## src/rtl/score_arbiter.sv

```systemverilog
// score_arbiter: round-robin arbiter feeding a saturating 4-digit BCD score accumulator with high-score tracking.
module score_arbiter (
  input  logic        clock,
  input  logic        reset,
  input  logic        clear,
  input  logic [3:0]  req,
  input  logic [63:0] points,
  output logic [3:0]  grant,
  output logic        busy,
  output logic [15:0] score,
  output logic [15:0] high_score,
  output logic        saturated
);
  typedef enum logic [1:0] {IDLE, LATCH, ADD, HICHK} state_t;
  state_t state_q, state_d;
  logic [1:0] rr_q, rr_d, sel;
  logic [15:0] add_q, add_d, score_q, score_d, hi_q, hi_d, sum;
  logic [3:0] grant_q, grant_d;
  logic sat_q, sat_d, busy_q, found, cout;
  function automatic logic [15:0] clamp(input logic [15:0] p);
    logic [15:0] r;
    r = '0;
    for (int k = 0; k < 4; k++) r[15-4*k -: 4] = p[15-4*k -: 4] > 4'd9 ? 4'd9 : p[15-4*k -: 4];
    return r;
  endfunction
  // Digits ripple from ones at [15:12] toward thousands at [3:0]
  function automatic logic [16:0] bcd_add(input logic [15:0] a, input logic [15:0] b);
    logic [4:0] s;
    logic c;
    logic [15:0] r;
    c = 1'b0;
    r = '0;
    for (int k = 0; k < 4; k++) begin
      s = {1'b0, a[15-4*k -: 4]} + {1'b0, b[15-4*k -: 4]} + {4'b0, c};
      c = s > 5'd9;
      r[15-4*k -: 4] = c ? 4'(s - 5'd10) : s[3:0];
    end
    return {c, r};
  endfunction
  function automatic logic [15:0] num(input logic [15:0] x);
    return {x[3:0], x[7:4], x[11:8], x[15:12]};
  endfunction
  always_ff @(posedge clock) begin
    if (reset) begin
      state_q <= IDLE;
      rr_q    <= '0;
      add_q   <= '0;
      score_q <= '0;
      hi_q    <= '0;
      grant_q <= '0;
      sat_q   <= 1'b0;
      busy_q  <= 1'b0;
    end else begin
      state_q <= state_d;
      rr_q    <= rr_d;
      add_q   <= add_d;
      score_q <= score_d;
      hi_q    <= hi_d;
      grant_q <= grant_d;
      sat_q   <= sat_d;
      busy_q  <= state_d != IDLE;
    end
  end
  // Lowest offset from the pointer wins, so scan offsets from high to low
  always_comb begin
    sel = rr_q;
    for (int k = 3; k >= 0; k--) if (req[rr_q + 2'(k)]) sel = rr_q + 2'(k);
    found = |req;
    {cout, sum} = bcd_add(score_q, add_q);
  end
  always_comb begin
    state_d = clear ? IDLE :
              state_q == IDLE  ? (found ? LATCH : IDLE) :
              state_q == LATCH ? ADD :
              state_q == ADD   ? HICHK : IDLE;
  end
  always_comb begin
    rr_d    = rr_q;
    add_d   = add_q;
    score_d = score_q;
    hi_d    = hi_q;
    sat_d   = sat_q;
    grant_d = '0;
    if (clear) begin
      score_d = '0;
      sat_d   = 1'b0;
    end else if (state_q == IDLE && found) begin
      add_d   = clamp(points[{sel, 4'b0} +: 16]);
      grant_d = 4'b1 << sel;
      rr_d    = sel + 2'd1;
    end else if (state_q == ADD) begin
      score_d = cout ? 16'h9999 : sum;
      sat_d   = sat_q | cout;
    end else if (state_q == HICHK) begin
      hi_d = num(score_q) > num(hi_q) ? score_q : hi_q;
    end
  end
  assign grant      = grant_q;
  assign busy       = busy_q;
  assign score      = score_q;
  assign high_score = hi_q;
  assign saturated  = sat_q;
endmodule

```

## config.mk

```make
export PLATFORM = sky130hd
export DESIGN_NAME = score_arbiter
export DESIGN_NICKNAME = d
export VERILOG_FILES = /design/src/rtl/score_arbiter.sv
export SDC_FILE = /design/constraint.sdc
export NUM_CORES = 1
export LEC_CHECK = 0
export ABC_AREA = 0
export CAP_MARGIN = 20
export CORE_MARGIN = 2
export CORE_UTILIZATION = 35
export DETAILED_ROUTE_END_ITERATION = 7
export MAX_ROUTING_LAYER = met4
export PLACE_DENSITY_LB_ADDON = 0.12
export REMOVE_ABC_BUFFERS = 1
export SLEW_MARGIN = 20
export SYNTH_ARGS = -nofsm -noshare
export SYNTH_HDL_FRONTEND = slang
export SYNTH_SLANG_ARGS = --single-unit
export TNS_END_PERCENT = 50
```

## constraint.sdc

```tcl
create_clock -name clock -period 18.2 [get_ports clock]
set_input_delay 1.82 -clock clock [delete_from_list [all_inputs] [get_ports clock]]
set_output_delay 1.82 -clock clock [all_outputs]
set_load 0.005 [all_outputs]
```

==> metrics.md, run 1 <==
| Metric | Value |
|---|---|
| Clock sinks | 58 |
| Worst setup margin | 10.82 ns |
| Critical R2R Capture | score[13] |
| Post-Route Skew | between 0.004 and 0.005 ns |
| Final #Nets | 740 |
| Gate count of the mapped netlist | 530 |
| Status | finished clean |
| CTS HTree Levels | 3 |
| Vias per cell | 5.138 |
| Yosys top cell area share | 0.2656 |
| Distinct cells, synth | 57 |
| Worst path most repeated cell | fa_1 |
| Hold violation total from the final report | 0 |
| Overflow after GRT | 0 |
| Setup_tns | 0 ns |
| Mean routed wirelength per cell | 15.04 µm |
| Setup Buffers After CTS | 0 |
| Share of layout cells above drive strength 1 | 0.08399 |
| Largest net degree at the start of global routing | 54 |
| Post-synthesis area per instance | 8.248 µm² |
| Endpoints failing setup | 0 |
| Vias | 4105 |
| Max Fclk | ~0.14 GHz |
| Core area | 0.01211 mm² |
| Startpoint types | register |
| WHS | 0.4602 ns |
| IO buf count | 108 |
| Yosys top cell by area | dfxtp_1 |
| Dpl hpwl | 9.288 mm |
| R2r setup slk | 10.82 ns |
| Skew-Pair Late Insertion Delay | around 0.33 ns |
| Post-CTS Hold Fix Bufs | 0 |
| Die area | 0.01340 mm² |
| Leakage | between 2 and 2.5 nW |
| Initial antenna violation count | 0 |
| Final Util | 0.4853 |
| Peak supply drop | 0.03206 mV |
| CTS tree | yes |
| Sequential fraction of the synthesis area | 0.2656 |
| WP data required | 18.43 ns |
| Worst r2r src | score[12] |
| DRT Pass-1 Iters | 4 |
| Die Y | 115.8 µm |
| Drt total wl | 12.01 mm |
| CTS root buf | clkbuf_16 |
| Crit. End Element | register |
| Hold/Removal Path Class | reg2reg |
| Vias in the first global route | 4086 |
| Crit path from | score[12] |
| Clk buf depth | 2 |
| Rows | 40 |
| Mapped cell area | about 0.0044 mm² |
| Setup crit end | score[13] |
| Post-synth EDFFs | 0 |
| Initial cell density of the core | 0.3610 |
| Area occupied by multi-input gates | 0.002920 mm² |
| Ys async rst share | 0 |
| Ranking of synthesized cells by area | dfxtp_1 27%, ha_1 10%, nand3_1 6.5% |
| ANT nets after route | 0 |
| Fin area | 0.005878 mm² |
| Initial DRC Count | about 150 |
| Tcrit/Tclk final | 0.4054 |
| CP max-delay cell | fa_1 |
| RSZ-0062 raised after global routing | no |
| # DRC | 0 |
| Area Overhead vs Synth | 34.46% |
| Crit-path max FO | 5 |
| First-pass GRT wire length | approximately 20 mm |
| Worst-margin pin slew | 0.7801 ns |
| Die Span X | around 120 µm |
| CTS Buf Count | 9 |
| # fillers | ~1200 |
| Setup WS pre-CTS | 10.85 ns |
| R2R depth | 30 |
| Slew headroom | 0.4784 |
| DP Area | 0.005568 mm² |
| Fin crit period | ~7.4 ns |
| Final Max Slew Viols | 0 |
| Yosys warns | 0 |
| ANT cells | 0 |
| FF/Latch Area | between 0.001 and 0.0015 mm² |
| Cts repair resizes | 0 |
| Critical Setup Path Class | reg2reg |
| Seq cells post-synth | 58 |
| Pwr dens | ~69 mW/mm² |
| GP Congestion | about 0.83 |
| Crit path DAT | 7.60 ns |
| MaxCap Viol Count | 0 |
| CTS clk-pin slew, worst paths | approximately 0.05 ns |
| I/O pin count | 109 |
| Most used DFF post-synth | dfxtp_1 |
| Worst path max stage delay | 0.42 ns |
| All-Layer GR Usage | 0.1942 |
## area by class of cell
cell class / count / share of cell area
Inverter: 38 / 0.02427
Sequential cell: 58 / 0.1975
Tap cell: 168 / 0.03576
Timing Repair Buffer: 116 / 0.1941
Clock buffer: 15 / 0.05066
Multi-Input combinational cell: 403 / 0.4968
Clock inverter: 1 / 0.0008514
## power breakdown
| group | switching [mW] | leakage [nW] | total (mW) | internal, mW |
|---|---|---|---|---|
| combinational | 0.0541 | 1.72 | 0.100 | 0.0464 |
| clock | 0.0591 | 0.152 | 0.170 | 0.111 |
| sequential | 0.00478 | 0.471 | 0.138 | 0.134 |
## per-stage QoR
stage	power, mW	instances
finish	0.4084	799
global route	0.4311	799
CTS	0.4119	798
detailed placement	0.2412	782
global placement	0.2402	782
floorplan	0.2020	499
## cells in the final DEF, fill, tap and decap left out, types with 5 or more instances in the layout
cell	n
a211oi_1	7
a21o_1	10
a21oi_1	25
a31oi_1	8
and2_1	6
buf_4	8
clkbuf_16	9
clkbuf_8	5
clkdlybuf4s50_1	108
dfxtp_1	58
fa_1	7
ha_1	36
inv_1	38
mux2_2	7
mux2i_1	16
nand2_1	29
nand2b_1	44
nand3_1	57
nand3_2	5
nand3b_1	5
nand4_1	5
nor2_1	13
nor2b_1	7
nor3_1	8
o21ai_0	39
o21ai_1	5
o32ai_2	6
## kinds of logic (layout without fill, tap and decap cells)
logic type,Yosys count,after routing,synth area share
DFF,58,58,0.2656
adders and majority gates,43,43,0.1351
muxes,23,23,0.05467
buffers and inverters,69,170,0.06726
and+or+nand+nor,197,197,0.2484
AOI/OAI and AO/OA,133,133,0.2149
xor gates and xnor gates,7,7,0.01402
## synth_stat cells, types with 10 or more instances
library cell  number
dfxtp_1           58
nand3_1           57
nand2b_1          44
o21ai_0           39
inv_1             38
ha_1              36
nand2_1           29
a21oi_1           25
clkbuf_1          19
mux2i_1           16
nor2_1            13
a21o_1            10
## critical path: cells and delay by family, from the launching register on
kind                       cells  cell delay [ns]
buffers and inverters          6             0.39
DFF                            1             0.40
AOI/OAI and AO/OA              5             1.05
xor gates and xnor gates       4             0.95
adders and majority gates      9             2.95
and+or+nand+nor                6             1.52
## registers in the layout, summed over array words and instances, names as in the netlist
name        count
high_score     16
score          16
add_q          16
saturated       1
grant           4
rr_q            2
busy            1
state_q         2
## how the worst min path moves through the flow
stage	start	end	slack [ns]	depth (start not counted)
after global placement	add_q[11]	add_q[11]	0.45	2
final	add_q[7]	add_q[7]	0.46	2
after global routing	add_q[11]	add_q[11]	0.48	2
after CTS	add_q[7]	add_q[7]	0.46	2
after floorplan	add_q[11]	add_q[11]	0.43	2
after detailed placement	add_q[7]	add_q[7]	0.46	2
## metal layers
metal	wire [µm]	global-route usage
met1	5869	0.2584
met2	5255	0.2936
met3	615	0.03190
met4	274	0.07937
met5	0	-
(Power assumes the default switching activity.)
==> inputs of run 2 (changes only) <==
==> constraint.sdc (replaced) <==
create_clock -name clock -period 6.65 [get_ports clock]
set_input_delay 0.665 -clock clock [delete_from_list [all_inputs] [get_ports clock]]
set_output_delay 0.665 -clock clock [all_outputs]
set_load 0.005 [all_outputs]
==> run 2 against run 1 <==
  * Non-clock buffer count up 36
  * Critical path depth grew 1
  * Final cell count is 4.5% higher
  * Clock power grew to 2.8 times the previous value
  * Routed wire length up 2.4%
  * Via count rose by 4.7%
  * Fmax is 14% higher
  * Global-route usage rose by 0.28 points
  * Combinational power grew to 3.1 times the previous value
  * Sequential power increased to 2.7 times the previous value
  * Sequential share of layout area down 1.2 points
  * First-iteration DRC count decreased by 9.2%
==> metrics.md, run 2 (synthesis gave the netlist of run 1 again) <==
| Metric | Value |
|---|---|
| Status | finished clean |
| Final Util | 0.5182 |
| CTS root buf | clkbuf_16 |
| Peak supply drop | 0.1068 mV |
| Rows | 40 |
| Final Max Slew Viols | 0 |
| Commonest non-fill, non-tap cells in the layout | 108 x clkdlybuf4s50_1, 56 x nand3_1, 56 x dfxtp_1, 44 x nand2b_1, 43 x buf_4 |
| Internal | about 0.83 mW |
| WP data required | 6.88 ns |
| Die Span X | 115.8 µm |
| Logic pwr share | 0.268 |
| Max Fclk | 0.1539 GHz |
| Post-Route Skew | 0.005351 ns |
| Leakage | 2.511 nW |
| Vias | 4296 |
| Vias in the first global route | 4059 |
| Drt total wl | between 10 and 15 mm |
| Commonest non-fill, non-tap cell in the layout | clkdlybuf4s50_1 |
| Mean routed wirelength per cell | 14.73 µm |
| Die area | 0.01340 mm² |
| Area Overhead vs Synth | 43.56% |
| Fin area | 0.006276 mm² |
| Worst setup margin | 0.1530 ns |
| FF/Latch Area | 0.001164 mm² |
| Startpoint types | register |
| P_sw | about 0.33 mW |
| Die Y | 115.8 µm |
| Final #Nets | about 780 |
| CTS Buf Count | 9 |
| Pwr dens | 184.4 mW/mm² |
| Dpl hpwl | 9.331 mm |
| Switching Fraction | 0.2844 |
| Setup WS pre-CTS | -0.4187 ns |
| DP Area | approximately 0.0058 mm² |
| Slew headroom | 0.4875 |
| CTS tree | yes |
| Met3 wire len | slightly below 700 µm |
| Setup_tns | 0 ns |
| Clock group share of total power | 0.404 |
| Crit. End Element | register |
| Critical Setup Path Class | reg2reg |
| Metal-1 WL | 5.737 mm |
| RSZ-0062 raised after global routing | yes |
| Vias per cell | 5.145 |
| Highest Signal Layer | met4 |
| Largest net degree at the start of global routing | 54 |
| Worst-margin pin slew | a little under 0.8 ns |
| Crit-path max FO | 3 |
| Fin crit period | ~6.5 ns |
| Worst path max stage delay | 0.56 ns |
| Clock sinks | 58 |
| Initial antenna violation count | 0 |
| Worst path most repeated cell | fa_2 |
| ANT cells | 0 |
| Area occupied by multi-input gates | 0.003045 mm² |
| Hold violation total from the final report | 0 |
| First-pass GRT wire length | between 20 and 25 mm |
| WHS | 0.4587 ns |
| All-Layer GR Usage | 0.1970 |
| Initial DRC Count | 138 |
| CP max-delay cell | fa_2 |
| Tcrit/Tclk final | 0.9770 |
| Crit path DAT | 6.73 ns |
| Overflow after GRT | 0 |
| Endpoints failing setup | 0 |
| Core area | 0.01211 mm² |
| # DRC | 0 |
| Seq pwr share | 0.328 |
| Met2 wire length | 5.633 mm |
| Hold/Removal Path Class | reg2reg |
| # fillers | approximately 1200 |
| Post-CTS Hold Fix Bufs | 0 |
| I/O pin count | 109 |
| GP Congestion | 0.8528 |
| Skew-Pair Late Insertion Delay | 0.33 ns |
| DRT Pass-1 Iters | 4 |
| IO buf count | 108 |
| CTS clk-pin slew, worst paths | 0.05 ns |
| CTS HTree Levels | 3 |
| Initial cell density of the core | 0.3610 |
| Share of layout cells above drive strength 1 | 0.1754 |
| MaxCap Viol Count | 0 |
| ANT nets after route | 0 |
| Clk buf depth | 2 |
## run 2: changes by cell type in the layout (fill, tap and decap cells not counted), sizes merged
| cell | delta |
|---|---|
| buf | +36 |
| bufinv | +1 |
| clkbuf | -1 |
## run 2: final timing paths
path / start / end / slack [ns] / cells past startpoint
hold / removal: add_q[11] / add_q[11] / 0.46 / 2
hold reg to reg: add_q[11] / add_q[11] / 0.46 / 2
setup reg to reg: score[12] / score[13] / 0.15 / 31
setup / recovery: score[12] / score[13] / 0.15 / 31
## run 2: power by group through the flow
| stage | combinational, mW | sequential [mW] | clock, mW |
|---|---|---|---|
| floorplan | 0.171 | 0.382 | 0 |
| global placement | 0.290 | 0.385 | 0 |
| detailed placement | 0.293 | 0.386 | 0 |
| CTS | 0.299 | 0.379 | 0.481 |
| global route | 0.345 | 0.382 | 0.500 |
| finish | 0.310 | 0.379 | 0.468 |
## run 2: critical path, delay by kind of cell (launching register included)
kind                     cells  cell delay, ns
adder cells (fa/ha/maj)      9            3.11
AO/OA/AOI/OAI                5            0.54
AND/OR/NAND/NOR              6            1.36
XOR/XNOR                     2            0.41
buffers and inverters        9            0.65
flip-flops                   1            0.36
## run 2: per-stage QoR
stage,instances,total power [mW]
finish,835,1.157
global route,835,1.227
CTS,830,1.159
detailed placement,811,0.6787
global placement,811,0.6750
floorplan,499,0.5529
## run 2: final cells by class
cell class,instances,share of cell area
Clock buffer,14,0.04207
Clock inverter,2,0.005582
Inverter,38,0.02273
Multi-Input combinational cell,403,0.4852
Sequential cell,58,0.1854
Tap cell,168,0.03349
Timing Repair Buffer,152,0.2255
## run 2: per-layer routing
metal,track usage,vias up
li1,-,2162
met1,0.2593,1948
met2,0.3053,162
met3,0.03504,24
met4,0.06825,0
met5,-,-
## run 2: what timing repair did
action	CTS	global route
pin swaps	6	16
gates cloned	0	0
setup buffers	3	4
hold endpoints to repair	0	0
endpoints found under the setup margin	16	16
gates resized for setup	7	30
